===== src/rtl/queue_datapath.sv =====
// Storage and pointer datapath of the RAM queue: executes enqueue/dequeue strobes
// from the control FSM and reports empty/full status plus a sticky protocol error.
module queue_datapath #(
  parameter int unsigned DATA_W = 8,
  parameter int unsigned ADDR_W = 4
) (
  input  logic              clk,
  input  logic              rst_n,
  input  logic              add,
  input  logic              remove,
  input  logic              update,
  input  logic              op_select,
  input  logic [DATA_W-1:0] data_in,
  output logic [DATA_W-1:0] data_out,
  output logic              data_valid,
  output logic              underflow,
  output logic              overflow,
  output logic [ADDR_W:0]   count,
  output logic              protocol_err
);

  localparam int unsigned     DEPTH = 2 ** ADDR_W;
  localparam logic [ADDR_W:0] FULL  = (ADDR_W + 1)'(DEPTH);

  logic [DATA_W-1:0] mem_q [DEPTH];

  logic [ADDR_W-1:0] head_q, head_d;
  logic [ADDR_W-1:0] tail_q, tail_d;
  logic [ADDR_W:0]   count_q, count_d;
  logic [DATA_W-1:0] data_out_q, data_out_d;
  logic              data_valid_q, data_valid_d;
  logic              perr_q, perr_d;

  logic enq, deq, illegal;

  assign underflow = (count_q == '0);
  assign overflow  = (count_q == FULL);

  assign enq = update & add & ~remove & ~op_select & ~overflow;
  assign deq = update & remove & ~add & op_select & ~underflow;
  // Any qualified request that is neither a legal enqueue nor a legal dequeue.
  assign illegal = update & (add | remove) & ~enq & ~deq;

  always_comb begin
    head_d       = head_q;
    tail_d       = tail_q;
    count_d      = count_q;
    data_out_d   = data_out_q;
    data_valid_d = 1'b0;
    perr_d       = perr_q | illegal;
    if (enq) begin
      tail_d  = tail_q + 1'b1;
      count_d = count_q + 1'b1;
    end else if (deq) begin
      head_d       = head_q + 1'b1;
      count_d      = count_q - 1'b1;
      data_out_d   = mem_q[head_q];
      data_valid_d = 1'b1;
    end
  end

  always_ff @(posedge clk or negedge rst_n) begin
    if (!rst_n) begin
      head_q       <= '0;
      tail_q       <= '0;
      count_q      <= '0;
      data_out_q   <= '0;
      data_valid_q <= 1'b0;
      perr_q       <= 1'b0;
    end else begin
      head_q       <= head_d;
      tail_q       <= tail_d;
      count_q      <= count_d;
      data_out_q   <= data_out_d;
      data_valid_q <= data_valid_d;
      perr_q       <= perr_d;
    end
  end

  // RAM is deliberately unreset; an empty queue never reads an unwritten entry.
  always_ff @(posedge clk) begin
    if (enq) mem_q[tail_q] <= data_in;
  end

  assign data_out     = data_out_q;
  assign data_valid   = data_valid_q;
  assign count        = count_q;
  assign protocol_err = perr_q;

endmodule

===== config.mk =====
export PLATFORM = sky130hd
export DESIGN_NAME = queue_datapath
export DESIGN_NICKNAME = d
export VERILOG_FILES = /design/src/rtl/queue_datapath.sv
export SDC_FILE = /design/constraint.sdc
export NUM_CORES = 1
export LEC_CHECK = 0
export BUFFER_PORTS_ARGS = -buffer_cell sky130_fd_sc_hd__buf_2
export CORE_UTILIZATION = 55
export CTS_BUF_LIST = sky130_fd_sc_hd__clkbuf_16
export CTS_CLUSTER_DIAMETER = 120
export DETAILED_ROUTE_END_ITERATION = 10
export GPL_TIMING_DRIVEN = 1
export MAX_ROUTING_LAYER = met4
export PLACE_DENSITY = 0.8
export SLEW_MARGIN = 20
export SYNTH_ARGS = -nofsm -noshare
export SYNTH_HDL_FRONTEND = slang
export SYNTH_SLANG_ARGS = --single-unit
export TNS_END_PERCENT = 5

===== constraint.sdc =====
create_clock -name clk -period 2.6 [get_ports clk]
set_clock_uncertainty 0.05 [all_clocks]
set_input_delay 0.26 -clock clk [delete_from_list [all_inputs] [get_ports clk]]
set_output_delay 0.26 -clock clk [all_outputs]
set_load 0.1 [all_outputs]

==> summary.md, run 1 <==
| Metric | Value |
|---|---|
| Run status | finished clean |
| Synth Register Bits | approximately 150 |
| DR vias | 2985 |
| Routed wire per std cell | 22.61 um |
| Drt total wl | between 10 and 15 mm |
| Ranking of synthesized cells by area | edfxtp_1 (63%), mux4_2 (12%), dfrtp_1 (9.4%) |
| Synth Area per Inst | 19.82 um2 |
| Final Max Slew Viols | 0 |
| Synth Flop Type | edfxtp_1 |
| Cell Count, Final, Fillers Out | between 500 and 600 |
| Post-Syn Nets | roughly 330 |
| Asr flop ratio synth | between 10% and 20% |
| Final Hold Vio Count | 0 |
| Antenna Cells | 0 |
| Total GRT Usage | 22.54% |
| Core area | around 11000 um2 |
| Routed vias/inst | ~6 |
| Clock sinks | about 150 |
| Crit path launch type | flop |
| Antenna violations before repair | 0 |
| Die Span X | 107.7 um |
| Placed cell count | roughly 480 |
| TritonCTS clock tree | yes |
| Initial Util | a little under three fifths |
| Max frequency | 416.0 MHz |
| Tot Pwr | around 8.1 mW |
| P_leak | 2.496 nW |
| Crit path time final | roughly 2.4 ns |
| Row count | 38 |
| Clk pin slew, worst setup/hold paths | about 0.06 ns |
| Grt ovf | 0 |
| Synth Warn # | 0 |
| Max VDD drop | 0.8704 mV |
| Number of fill cells | ~690 |
| Root Driver | clkbuf_16 |
| Final period util | around 92% |
| Slew @ Worst Pin | about 0.96 ns |
| CP Class | flop to flop |
| Synth-to-layout area growth | 15.80% |
| Post-DRT Antenna Nets | 0 |
| Remaining DRCs | 0 |
| Cell taking the most area after synthesis | edfxtp_1 |
| Largest net degree at the start of global routing | 24 |
| Worst Setup End Kind | flop |
| Nets | 380 |
| Share of post-route cells with drive strength above 1 | 32.16% |
| First-pass GRT wire length | 17.54 mm |
| Max clock buf depth | 2 |
| CP Data Required Time | ~2.9 ns |
| Synth Cell Area | 6145 um2 |
| Post-synth top area share | between 60% and 70% |
| Total CTS buffers | 17 |
| Relative slew margins | a little over a third |
| Max Fanout on Critical Path | 7 |
| Final setup viols | 0 |
| Worst Hold Class | primary input to flop |
| PortBufs | 30 |
| DRT Pass-1 Iters | 4 |
| GP Congestion | roughly 0.72 |
| I/O pins | 31 |
| Iter 0 DRT Violations | about 260 |
| CP Data Arrival Time | about 2.7 ns |
| Number of synthesized flops with an enable pin | roughly 130 |
| PD cells | 1145 nW/um2 |
| Netlist cell types | 38 |
| H-Tree Depth | 4 |
| Sequential share of the synthesized area | a little under three quarters |
| Post_cts resized | 0 |
| Die extent in y | about 110 um |
| MaxCap Viol Count | 0 |
| Number of global-route vias before repair | roughly 3100 |
| Worst-Skew Late Latency | 0.42 ns |
| Post-Syn Instances | just over 300 |
| RSZ-0062 raised after global routing | no |
| HPWL after DPL | 7.151 mm |
| DIE AREA | roughly 12000 um2 |
==> per-stage QoR <==
| step | util, % | instance area (um2) | hold slack (ns) | TNS (ns) | setup slack [ns] |
|---|---|---|---|---|---|
| 6_report | 65.64 | 7116 | 0.1678 | 0 | 0.1961 |
| 5_1_grt | 65.64 | 7116 | 0.1737 | 0 | 0.03783 |
| 4_1_cts | 65.64 | 7116 | 0.1615 | 0 | 0.1906 |
| 3_5_place_dp | 59.71 | 6472 | 0.2303 | 0 | 0.2139 |
| 3_3_place_gp | 59.71 | 6472 | 0.2137 | 0 | 0.3167 |
| 2_1_floorplan | - | 6150 | -0.08559 | -7.190 | -0.2276 |
==> metal layers <==
| metal | track usage [%] | vias up | share of wire [%] |
|---|---|---|---|
| met3 | 4.782 | 19 | 5.5 |
| li1 | - | 1333 | - |
| met2 | 35.99 | 95 | 51 |
| met5 | - | - | 0 |
| met4 | 10.37 | 0 | 1.7 |
| met1 | 27.83 | 1538 | 42 |
==> what timing repair did <==
| action | 4_1_cts | 5_1_grt |
|---|---|---|
| hold endpoints to repair | 23 | 0 |
| hold buffers | 1 | 0 |
| endpoints found under the setup margin | 0 | 0 |
| buffers inserted | 0 | 0 |
==> registers in the layout (all words and copies together) (netlist names) <==
signal        cells
data_out          8
tail_q            4
head_q            4
count             5
protocol_err      1
mem_q           128
data_valid        1
==> logic make-up (layout without fill, tap and decap cells) <==
family / after synthesis / in the layout / share of synthesized area, %
buf+inv: 20 / 80 / 2.097
compound gates: 26 / 26 / 3.197
mux: 51 / 51 / 14.95
flops: 151 / 151 / 71.92
xor+xnor: 10 / 10 / 1.425
fa+ha+maj: 9 / 9 / 1.955
simple gates: 43 / 43 / 4.459
==> synthesized netlist by cell type (5+ instances only) <==
cell type,number
ha_1,8
edfxtp_1,128
o21ai_0,6
xnor2_1,10
dfrtp_1,23
and2_1,9
buf_6,5
mux2i_1,13
a21oi_1,6
nand2_1,11
mux4_2,32
==> critical path: stages, from the launching register on <==
cell and delay (ns):
dfrtp_2 0.43, nor4_2 0.09, a2111oi_4 0.39, inv_2 0.16
fa_1 0.42, a21o_1 0.19, a21oi_1 0.21, mux2i_1 0.24
xnor2_1 0.13
==> layout make-up <==
cell class                      count  area, um2  share of cell area [%]
Inverter                            4      15.01                  0.2110
Sequential cell                   151       4425                   62.19
Timing Repair Buffer               44      270.3                   3.798
Clock inverter                     15      207.7                   2.919
Multi-Input combinational cell    139       1597                   22.44
Tap cell                          140      175.2                   2.462
Clock buffer                       17      425.4                   5.979
==> layout by cell type, fill, tap and decap left out, types with 2 or more instances in the layout <==
| master | count |
|---|---|
| a21o_1 | 3 |
| clkinv_1 | 3 |
| nor3b_1 | 4 |
| o21ai_0 | 6 |
| bufinv_16 | 5 |
| nor2b_1 | 4 |
| xnor2_1 | 10 |
| mux4_2 | 32 |
| inv_6 | 2 |
| nand2_1 | 11 |
| inv_1 | 4 |
| buf_4 | 12 |
| and4_1 | 4 |
| buf_2 | 30 |
| edfxtp_1 | 128 |
| nand4_1 | 2 |
| a22o_1 | 4 |
| clkbuf_16 | 17 |
| mux2i_1 | 13 |
| dfrtp_2 | 5 |
| a21oi_1 | 6 |
| a211o_1 | 4 |
| inv_2 | 2 |
| ha_1 | 8 |
| mux2_1 | 2 |
| mux2_2 | 4 |
| and2_1 | 9 |
| dfrtp_1 | 18 |
==> report_power, final <==
| part | switching, mW | leakage (nW) | total [mW] | internal, mW |
|---|---|---|---|---|
| clock network | 0.922 | 0.313 | 2.61 | 1.69 |
| registers | 0.317 | 1.43 | 3.12 | 2.81 |
| logic | 1.48 | 0.755 | 2.41 | 0.932 |
| total | 2.72 | 2.50 | 8.15 | 5.43 |
==> worst paths after layout <==
path | startpoint | to | slack (ns) | depth (start not counted)
min in group asynchronous | rst_n | tail_q[1]$_DFFE_PN0P_ | 0.31 | 2
setup / recovery | count[0]$_DFFE_PN0P_ | count[4]$_DFFE_PN0P_ | 0.20 | 8
hold / removal | update | protocol_err$_DFF_PN0_ | 0.17 | 3
setup reg to reg | count[0]$_DFFE_PN0P_ | count[4]$_DFFE_PN0P_ | 0.20 | 8
max in group asynchronous | rst_n | head_q[0]$_DFFE_PN0P_ | 1.81 | 2
hold reg to reg | protocol_err$_DFF_PN0_ | protocol_err$_DFF_PN0_ | 0.40 | 1
(Power assumes the default switching activity.)
==> run 2, diff against run 1 <==
--- a/config.mk
+++ b/config.mk
@@ -8,2 +8,3 @@
 export BUFFER_PORTS_ARGS = -buffer_cell sky130_fd_sc_hd__buf_2
+export CORE_MARGIN = 5
 export CORE_UTILIZATION = 55
==> constraint.sdc (replaced) <==
create_clock -name clk -period 2.6 [get_ports clk]
set_clock_uncertainty 0.05 [all_clocks]
set_input_delay 0.39 -clock clk [delete_from_list [all_inputs] [get_ports clk]]
set_output_delay 0.39 -clock clk [all_outputs]
set_load 0.1 [all_outputs]
==> run 2 against run 1 <==
Critical path depth down 5. Setup slack worse by 0.029 ns. Die area up 15%. Wire length down 3.3%. Worst hold slack better by 0.10 ns. Fmax down 1.2%. Utilization down 0.72 points. Sequential share of layout area up 0.42 points. Register-to-register slack about the same. Critical path type is now flop to output pin.
==> summary.md, run 2 (synthesis results as in run 1) <==
| Metric | Value |
|---|---|
| First-pass GRT wire length | between 15 and 20 mm |
| Share of post-route cells with drive strength above 1 | between 30% and 40% |
| Worst-Skew Late Latency | 0.41 ns |
| Post-Place Cell Area | roughly 6500 um2 |
| Flip-flop and latch area | 4425 um2 |
| Worst Setup End Kind | output pin |
| HP Start | update |
| Worst r2r dst | count[4]$_DFFE_PN0P_ |
| Synth-to-layout area growth | 15.03% |
| Most flops, register | mem_q |
| Highest-delay cell along the critical path | or4_1 |
| Leading cell types in the layout, fill and taps excluded | edfxtp_1 (128), mux4_2 (32), buf_2 (30) |
| Most common cell after layout, fill and taps aside | edfxtp_1 |
| I/O pins | 31 |
| Routed vias/inst | approximately 5.8 |
| MaxCap Viol Count | 0 |
| Total GRT Usage | 18.97% |
| Remaining DRCs | 0 |
| H-Tree Depth | 4 |
| Slew @ Worst Pin | around 0.86 ns |
| RSZ-0062 raised after global routing | no |
| Place WS | roughly 0.18 ns |
| Fin util | 64.92% |
| FF-to-FF setup slack | approximately 0.21 ns |
| Root Driver | clkbuf_16 |
| Nets | approximately 380 |
| TritonCTS clock tree | yes |
| Total CTS buffers | 17 |
| DRT Pass-1 Iters | 4 |
| Multi-input logic area | approximately 1600 um2 |
| Hold Path Depth | 3 |
| CP Class | flop to output pin |
| Core area | 10890 um2 |
| Die Span X | roughly 120 um |
| Reg2reg path depth | 8 |
| PortBufs | 30 |
| Tot Pwr | 7.848 mW |
| Final Max Slew Viols | 0 |
| Worst Setup SP | count[0]$_DFFE_PN0P_ |
| Hold Crit Endpoint | protocol_err$_DFF_PN0_ |
| Max reg flops | between 100 and 150 |
| Met1 WL | 4.769 mm |
| Row count | 38 |
| Relative slew margins | a little over two fifths |
| Clock sinks | approximately 150 |
| Routed wire per std cell | roughly 22 um |
| Max VDD drop | between 0.8 and 0.9 mV |
| Design area | a little over 7000 um2 |
| Die extent in y | 115.7 um |
| Final worst setup slack | approximately 0.17 ns |
| Highest routed layer | met4 |
| Post-DRT Antenna Nets | 0 |
| Number of global-route vias before repair | ~3100 |
| Run status | finished clean |
| CP Data Required Time | 2.16 ns |
| Worst-path cell chain | or4_1 -> nor2_2 -> buf_2 |
| PD cells | between 1000 and 1500 nW/um2 |
| Iter 0 DRT Violations | 291 |
| Max frequency | just over 400 MHz |
| Met3 wire len | 817 um |
| Grt ovf | 0 |
| Crit path largest cell delay | about 0.60 ns |
| Worst R2R Start | count[0]$_DFFE_PN0P_ |
| HPWL after DPL | between 7 and 8 mm |
| Detail Route met2 WL | 5.504 mm |
| Largest net degree at the start of global routing | 24 |
| Final period util | approximately 94% |
| Antenna violations before repair | 0 |
| P_leak | 2.471 nW |
| Final Hold Vio Count | 0 |
| Drt total wl | between 10 and 15 mm |
| DR vias | 2952 |
| Max clock buf depth | 2 |
| Initial Util | between 50% and 60% |
| Number of fill cells | between 700 and 800 |
| Antenna Cells | 0 |
| CP Data Arrival Time | ~2 ns |
| Max Fanout on Critical Path | 6 |
| Crit path launch type | flop |
| GP Congestion | 0.8021 |
| Worst Hold Class | primary input to flop |
| DIE AREA | around 13000 um2 |
| Crit path time final | 2.433 ns |
| Final setup viols | 0 |
| Final Hold Slack | 0.2710 ns |
| Clk pin slew, worst setup/hold paths | about 0.06 ns |
==> run 2: how the worst max path moves through the flow <==
stage | to | slack, ns | cells past startpoint
2_1_floorplan | mem_q[5][0]$_DFFE_PP_ | -0.23 | 4
3_3_place_gp | count[4]$_DFFE_PN0P_ | 0.27 | 9
3_5_place_dp | count[4]$_DFFE_PN0P_ | 0.18 | 9
4_1_cts | underflow | 0.15 | 3
5_1_grt | count[4]$_DFFE_PN0P_ | 0.09 | 8
6_report | underflow | 0.17 | 3
==> run 2: metal layers <==
metal	global-route usage (%)	up-vias
met5	-	-
met4	6.419	0
met3	4.282	6
met2	28.51	108
met1	26.15	1492
li1	-	1346
==> run 2: power by group <==
group | switching [mW] | total (mW) | internal [mW]
Sequential | 0.262 | 3.07 | 2.81
Clock | 0.910 | 2.31 | 1.40
Combinational | 1.52 | 2.47 | 0.952
==> run 2: area by class of cell <==
class / count / share of cell area (%)
clock buffers: 17 / 6.019
clock inverters: 15 / 1.947
inverters: 4 / 0.2124
multi-input cells: 139 / 22.62
flip-flops and latches: 151 / 62.61
well taps: 140 / 2.478
repair buffers: 45 / 4.107
==> run 2: worst max-delay path: cells and delay by family (launching register included) <==
| family | cells | cell delay [ns] |
|---|---|---|
| buffers and inverters | 1 | 0.43 |
| flip-flops | 1 | 0.45 |
| AND/OR/NAND/NOR | 2 | 0.70 |
==> run 2: through the flow <==
stage          TNS (ns)  cells
5_1_grt               0    511
3_3_place_gp          0    478
4_1_cts               0    511
6_report              0    511
2_1_floorplan    -7.281    310
3_5_place_dp          0    478
==> run 2: repair_timing <==
item / 4_1_cts / 5_1_grt
hold endpoints to repair: 23 / 0
setup buffers: 0 / 0
hold buffers: 1 / 0
resized for setup: 0 / 0
